$ cat src/rtl/rr_arbiter_8_pkg.sv
// Shared constants and types for the 8-way round-robin arbiter.
package rr_arbiter_8_pkg;

    localparam int unsigned NUM_REQ = 8;
    localparam int unsigned IDX_W   = 3;

    typedef enum logic {
        ST_IDLE = 1'b0,
        ST_BUSY = 1'b1
    } state_e;

endpackage

$ cat src/rtl/encoder_8to3.sv
// One-hot to binary encoder; produces 0 for an all-zero input.
module encoder_8to3 (
    input  logic [7:0] onehot,
    output logic [2:0] idx
);

    always_comb begin
        idx = 3'd0;
        for (int i = 0; i < 8; i++) begin
            if (onehot[i]) begin
                idx = idx | 3'(i);
            end
        end
    end

endmodule

$ cat src/rtl/rr_arbiter_8.sv
// Round-robin arbiter for 8 requesters with registered one-hot grant,
// release on done/abort/hold limit, and a mandatory idle turnaround cycle.
module rr_arbiter_8
    import rr_arbiter_8_pkg::*;
#(
    parameter int unsigned HOLD_W   = 8,
    parameter int unsigned MAX_HOLD = 255
) (
    input  logic               clk,
    input  logic               rst,
    input  logic [NUM_REQ-1:0] req,
    input  logic               done,
    output logic [NUM_REQ-1:0] gnt,
    output logic [IDX_W-1:0]   gnt_idx,
    output logic               gnt_valid,
    output logic               timeout
);

    localparam logic [HOLD_W-1:0] HOLD_LAST = HOLD_W'((MAX_HOLD == 0) ? 0 : MAX_HOLD - 1);
    localparam logic              HOLD_EN   = (MAX_HOLD != 0);

    state_e               state_q, state_d;
    logic [NUM_REQ-1:0]   gnt_q, gnt_d;
    logic [IDX_W-1:0]     ptr_q, ptr_d;
    logic [HOLD_W-1:0]    hold_q, hold_d;
    logic                 timeout_q, timeout_d;

    logic [IDX_W-1:0]     winner;
    logic                 abort;
    logic                 forced;

    encoder_8to3 u_enc (
        .onehot (gnt_q),
        .idx    (gnt_idx)
    );

    // Rotate so ptr sits at bit 0, take the first set bit, rotate the index back.
    always_comb begin
        logic [2*NUM_REQ-1:0] dbl;
        logic [NUM_REQ-1:0]   rot;
        logic [IDX_W-1:0]     first;
        dbl    = {req, req} >> ptr_q;
        rot    = dbl[NUM_REQ-1:0];
        first  = '0;
        for (int i = NUM_REQ - 1; i >= 0; i--) begin
            if (rot[i]) begin
                first = IDX_W'(i);
            end
        end
        winner = first + ptr_q;
    end

    assign abort  = ~|(req & gnt_q);
    assign forced = HOLD_EN && (hold_q == HOLD_LAST);

    always_comb begin
        state_d   = state_q;
        gnt_d     = gnt_q;
        ptr_d     = ptr_q;
        hold_d    = hold_q;
        timeout_d = 1'b0;
        unique case (state_q)
            ST_IDLE: begin
                if (|req) begin
                    gnt_d   = NUM_REQ'(1) << winner;
                    hold_d  = '0;
                    state_d = ST_BUSY;
                end
            end
            ST_BUSY: begin
                if (done || abort || forced) begin
                    gnt_d     = '0;
                    ptr_d     = gnt_idx + 3'd1;
                    state_d   = ST_IDLE;
                    timeout_d = forced && !done && !abort;
                end else if (hold_q != '1) begin
                    hold_d = hold_q + 1'b1;
                end
            end
            default: state_d = ST_IDLE;
        endcase
    end

    always_ff @(posedge clk) begin
        if (rst) begin
            state_q   <= ST_IDLE;
            gnt_q     <= '0;
            ptr_q     <= '0;
            hold_q    <= '0;
            timeout_q <= 1'b0;
        end else begin
            state_q   <= state_d;
            gnt_q     <= gnt_d;
            ptr_q     <= ptr_d;
            hold_q    <= hold_d;
            timeout_q <= timeout_d;
        end
    end

    assign gnt       = gnt_q;
    assign gnt_valid = |gnt_q;
    assign timeout   = timeout_q;

endmodule

$ cat config.mk
export PLATFORM = sky130hd
export DESIGN_NAME = rr_arbiter_8
export DESIGN_NICKNAME = d
export VERILOG_FILES = /design/src/rtl/rr_arbiter_8_pkg.sv /design/src/rtl/encoder_8to3.sv /design/src/rtl/rr_arbiter_8.sv
export SDC_FILE = /design/constraint.sdc
export NUM_CORES = 1
export LEC_CHECK = 0
export CAP_MARGIN = 0
export CORE_MARGIN = 1.5
export CORE_UTILIZATION = 49
export CTS_CLUSTER_DIAMETER = 80
export CTS_CLUSTER_SIZE = 20
export DETAILED_ROUTE_END_ITERATION = 16
export GPL_TIMING_DRIVEN = 0
export PLACE_DENSITY_LB_ADDON = 0.05
export SLEW_MARGIN = 20
export SYNTH_ARGS = -nofsm -noshare
export SYNTH_HDL_FRONTEND = slang
export SYNTH_SLANG_ARGS = --single-unit
$ cat constraint.sdc
create_clock -name clk -period 7.6 [get_ports clk]
set_input_delay 1.52 -clock clk [delete_from_list [all_inputs] [get_ports clk]]
set_output_delay 1.52 -clock clk [all_outputs]
set_load 0.005 [all_outputs]
==> metrics.csv <==
metric,value,unit
Placement Rows,22,
Worst Hold Launch,hold_q[5],
first-pass GRT wire length,8866,um
P_int,0.3566,mW
mapped cell area,1983,um2
clock sink total,21,
Detailed Route Iter0 Violations,237,
remaining antenna violation count,0,
transition time at the pin with the least slew margin,750.6,ps
fin nets,302,
Gate power share,0.662,
setup repair after global routing missed its margin,false,
Slew headroom,0.4950,
Sw Ratio,0.4521,
average vias per placed instance,6.321,
data required time of the critical path,7780,ps
minimum hold slack,564.2,ps
number of post-CTS setup repair buffers,0,
hold worst-path end,hold_q[5],
via count of the first global-routing pass,1879,
post-synthesis cell type with the largest combined area,sky130_fd_sc_hd__dfxtp_1,
final weighted congestion in routability-driven placement,0.9579,
drt total wl,5302,um
Final min period,4729,ps
TritonCTS clock tree,built,
path type of the worst min-delay path,reg -> reg,
worst hold path stage count,2,
number of diodes,0,
Residual DRC,0,
die outline height,66.62,um
length in cells of the worst reg-to-reg path,13,
Leak Pwr,0.7764,nW
synth unique cells,58,
clock insertion delay at the later pin of the skew report,260,ps
largest net degree at the start of global routing,12,
global route overflow,0,
Worst Setup End Kind,flop,
filler instances,355,
worst r2r dst,gnt[7],
total I/O pin count,24,
"count leader, synth",sky130_fd_sc_hd__nor2_1,
count of cells resized by post-cts repair,0,
kind of start point of the critical path,primary input,
Critical Setup Path Class,in -> reg,
number of port buffers,19,
initial antenna violation count,0,
initial standard-cell utilization of the core,0.5259,
DR WL/cell,15.92,um
"Data arrival, critical path",4910,ps
number of enable-type register cells in the synthesized netlist,0,
flip-flop cell with the highest count after synthesis,sky130_fd_sc_hd__dfxtp_1,
total via count in the routed design,2105,
R2R setup slack,3840,ps
clock transition at the registers of the reported paths,80,ps
net switching power figure,0.2942,mW
"Net Count, Synth",278,
post-synthesis cell count,262,
root buffer selected by CTS,sky130_fd_sc_hd__clkbuf_8,
final worst-path cycle share,0.6223,
Final setup violation count,0,
YS warnings,0,
post-DP HPWL,3957,um
Worst VDD drop,173.8,uV
clock skew,7.632,ps
Final Hold Viols,0,
CTS Hold Bufs,0,
synthesized area per cell,7.569,um2
Worst Path Max Fanout,10,
most used standard cells in the synthesized netlist,"29 x sky130_fd_sc_hd__nor2_1, 21 x sky130_fd_sc_hd__dfxtp_1, 21 x sky130_fd_sc_hd__nand2_1, 18 x sky130_fd_sc_hd__nand3_1, 13 x sky130_fd_sc_hd__inv_1",
area of the die,4438,um2
sequential share of the synthesized area,0.2120,
number of violations of the max-capacitance limit,0,
status,completed,
total power per unit cell area,285.6,nW/um2
Async SR Flop Fraction,0,
top cells by area in the synthesized netlist,"sky130_fd_sc_hd__dfxtp_1 21%, sky130_fd_sc_hd__nor2_1 5.5%, sky130_fd_sc_hd__nand3_1 4.5%, sky130_fd_sc_hd__a222oi_1 4.0%, sky130_fd_sc_hd__mux2i_1 4.0%",
core area,3771,um2
total number of H-tree levels,1,
area of the multi-input gates,1381,um2
Highest Clock Rate,0.2115,GHz
Total Neg Setup Slack,0,ps
storage element area,420.4,um2
first-pass detailed-route iteration total,5,
All-Layer GR Usage,0.2542,
clock buffer count from CTS,3,
total of flip-flops plus latches after synthesis,21,
area added between synthesis and finish,14.89,%
Sequential Power Share,0.222,
DIE WIDTH,66.62,um
power share of the clock group,0.116,
maximum clock insertion buffer count,2,
RR Startpoint,ptr_q[2],
Synth top area share,0.2120,
number of pins exceeding their max-slew limit in the final report,0,
proportion of layout cells with a drive suffix above 1,0.1123,
[per-stage QoR]
stage / instance area [um2] / setup WS (ps) / instances / utilization / total power [mW]
6_report: 2278 / 2871 / 333 / 0.6042 / 0.6507
5_1_grt: 2278 / 2643 / 333 / 0.6042 / 0.7009
4_1_cts: 2278 / 2921 / 333 / 0.6042 / 0.6480
2_1_floorplan: 1983 / 3412 / 262 / - / 0.4422
3_5_place_dp: 2233 / 2668 / 329 / 0.5922 / 0.5700
3_3_place_gp: 2233 / 2667 / 329 / 0.5922 / 0.5713
[worst max-delay path: stages]
cell and delay (ps):
sky130_fd_sc_hd__clkdlybuf4s50_1 420, sky130_fd_sc_hd__buf_2 200, sky130_fd_sc_hd__mux2_2 290, sky130_fd_sc_hd__nand2_1 60
sky130_fd_sc_hd__o21ai_0 140, sky130_fd_sc_hd__a211o_1 310, sky130_fd_sc_hd__o31ai_1 60, sky130_fd_sc_hd__a21o_1 180
sky130_fd_sc_hd__ha_1 140, sky130_fd_sc_hd__inv_1 40, sky130_fd_sc_hd__fa_1 510, sky130_fd_sc_hd__nor4_1 430
sky130_fd_sc_hd__and3_1 310, sky130_fd_sc_hd__inv_1 70, sky130_fd_sc_hd__o311ai_2 200
[cells in the final DEF, fill, tap and decap left out, drive strengths merged, types with 9 or more instances in the layout]
cell           count
a21oi              9
buf               12
clkbuf            14
clkdlybuf4s50     19
dfxtp             21
inv               14
nand2             21
nand3             18
nor2              29
o21ai             10
[sequential cells by signal (all words and copies together), names as in the netlist]
name     cells
hold_q       8
gnt          8
ptr_q        3
state_q      1
timeout      1
[worst max path at each step]
stage | startpoint | end | slack, ps
after floorplan | req[3] | gnt[2] | 3410
after global placement | req[5] | gnt[2] | 2670
after detailed placement | req[2] | gnt[7] | 2670
after CTS | req[5] | gnt[7] | 2920
after global routing | req[2] | gnt[7] | 2640
final | req[5] | gnt[7] | 2870
[final cells by class]
class,instances,area share
timing repair buffer,19,0.08347
inverter,14,0.02306
clock buffer,4,0.01977
multi-input combinational,205,0.6063
sequential,21,0.1845
buffer,22,0.05656
tap,48,0.02636
[cells by family (layout without fill, tap and decap cells)]
kind of cell / count (synthesis) / in the layout / share of synthesized area
AO/OA/AOI/OAI: 64 / 64 / 0.2530
XOR/XNOR: 7 / 7 / 0.03092
adder cells (fa/ha/maj): 5 / 5 / 0.03533
buffers and inverters: 36 / 59 / 0.09148
flip-flops: 21 / 21 / 0.2120
multiplexers: 14 / 14 / 0.07445
AND/OR/NAND/NOR: 115 / 115 / 0.3028
[power groups by stage]
stage	clock network [mW]	registers, mW	logic (mW)
finish	0.0756	0.144	0.431
global route	0.0812	0.147	0.473
CTS	0.0774	0.144	0.427
detailed placement	0	0.147	0.423
global placement	0	0.147	0.424
floorplan	0	0.142	0.300
[routing by layer]
metal	global-route usage	vias to the layer above	share of wire
li1	-	1043	-
met1	0.3709	960	0.48
met2	0.3813	96	0.43
met3	0.05068	6	0.079
met4	0.05867	0	0.011
met5	0	-	0
Power figures use the tool's default switching activity.
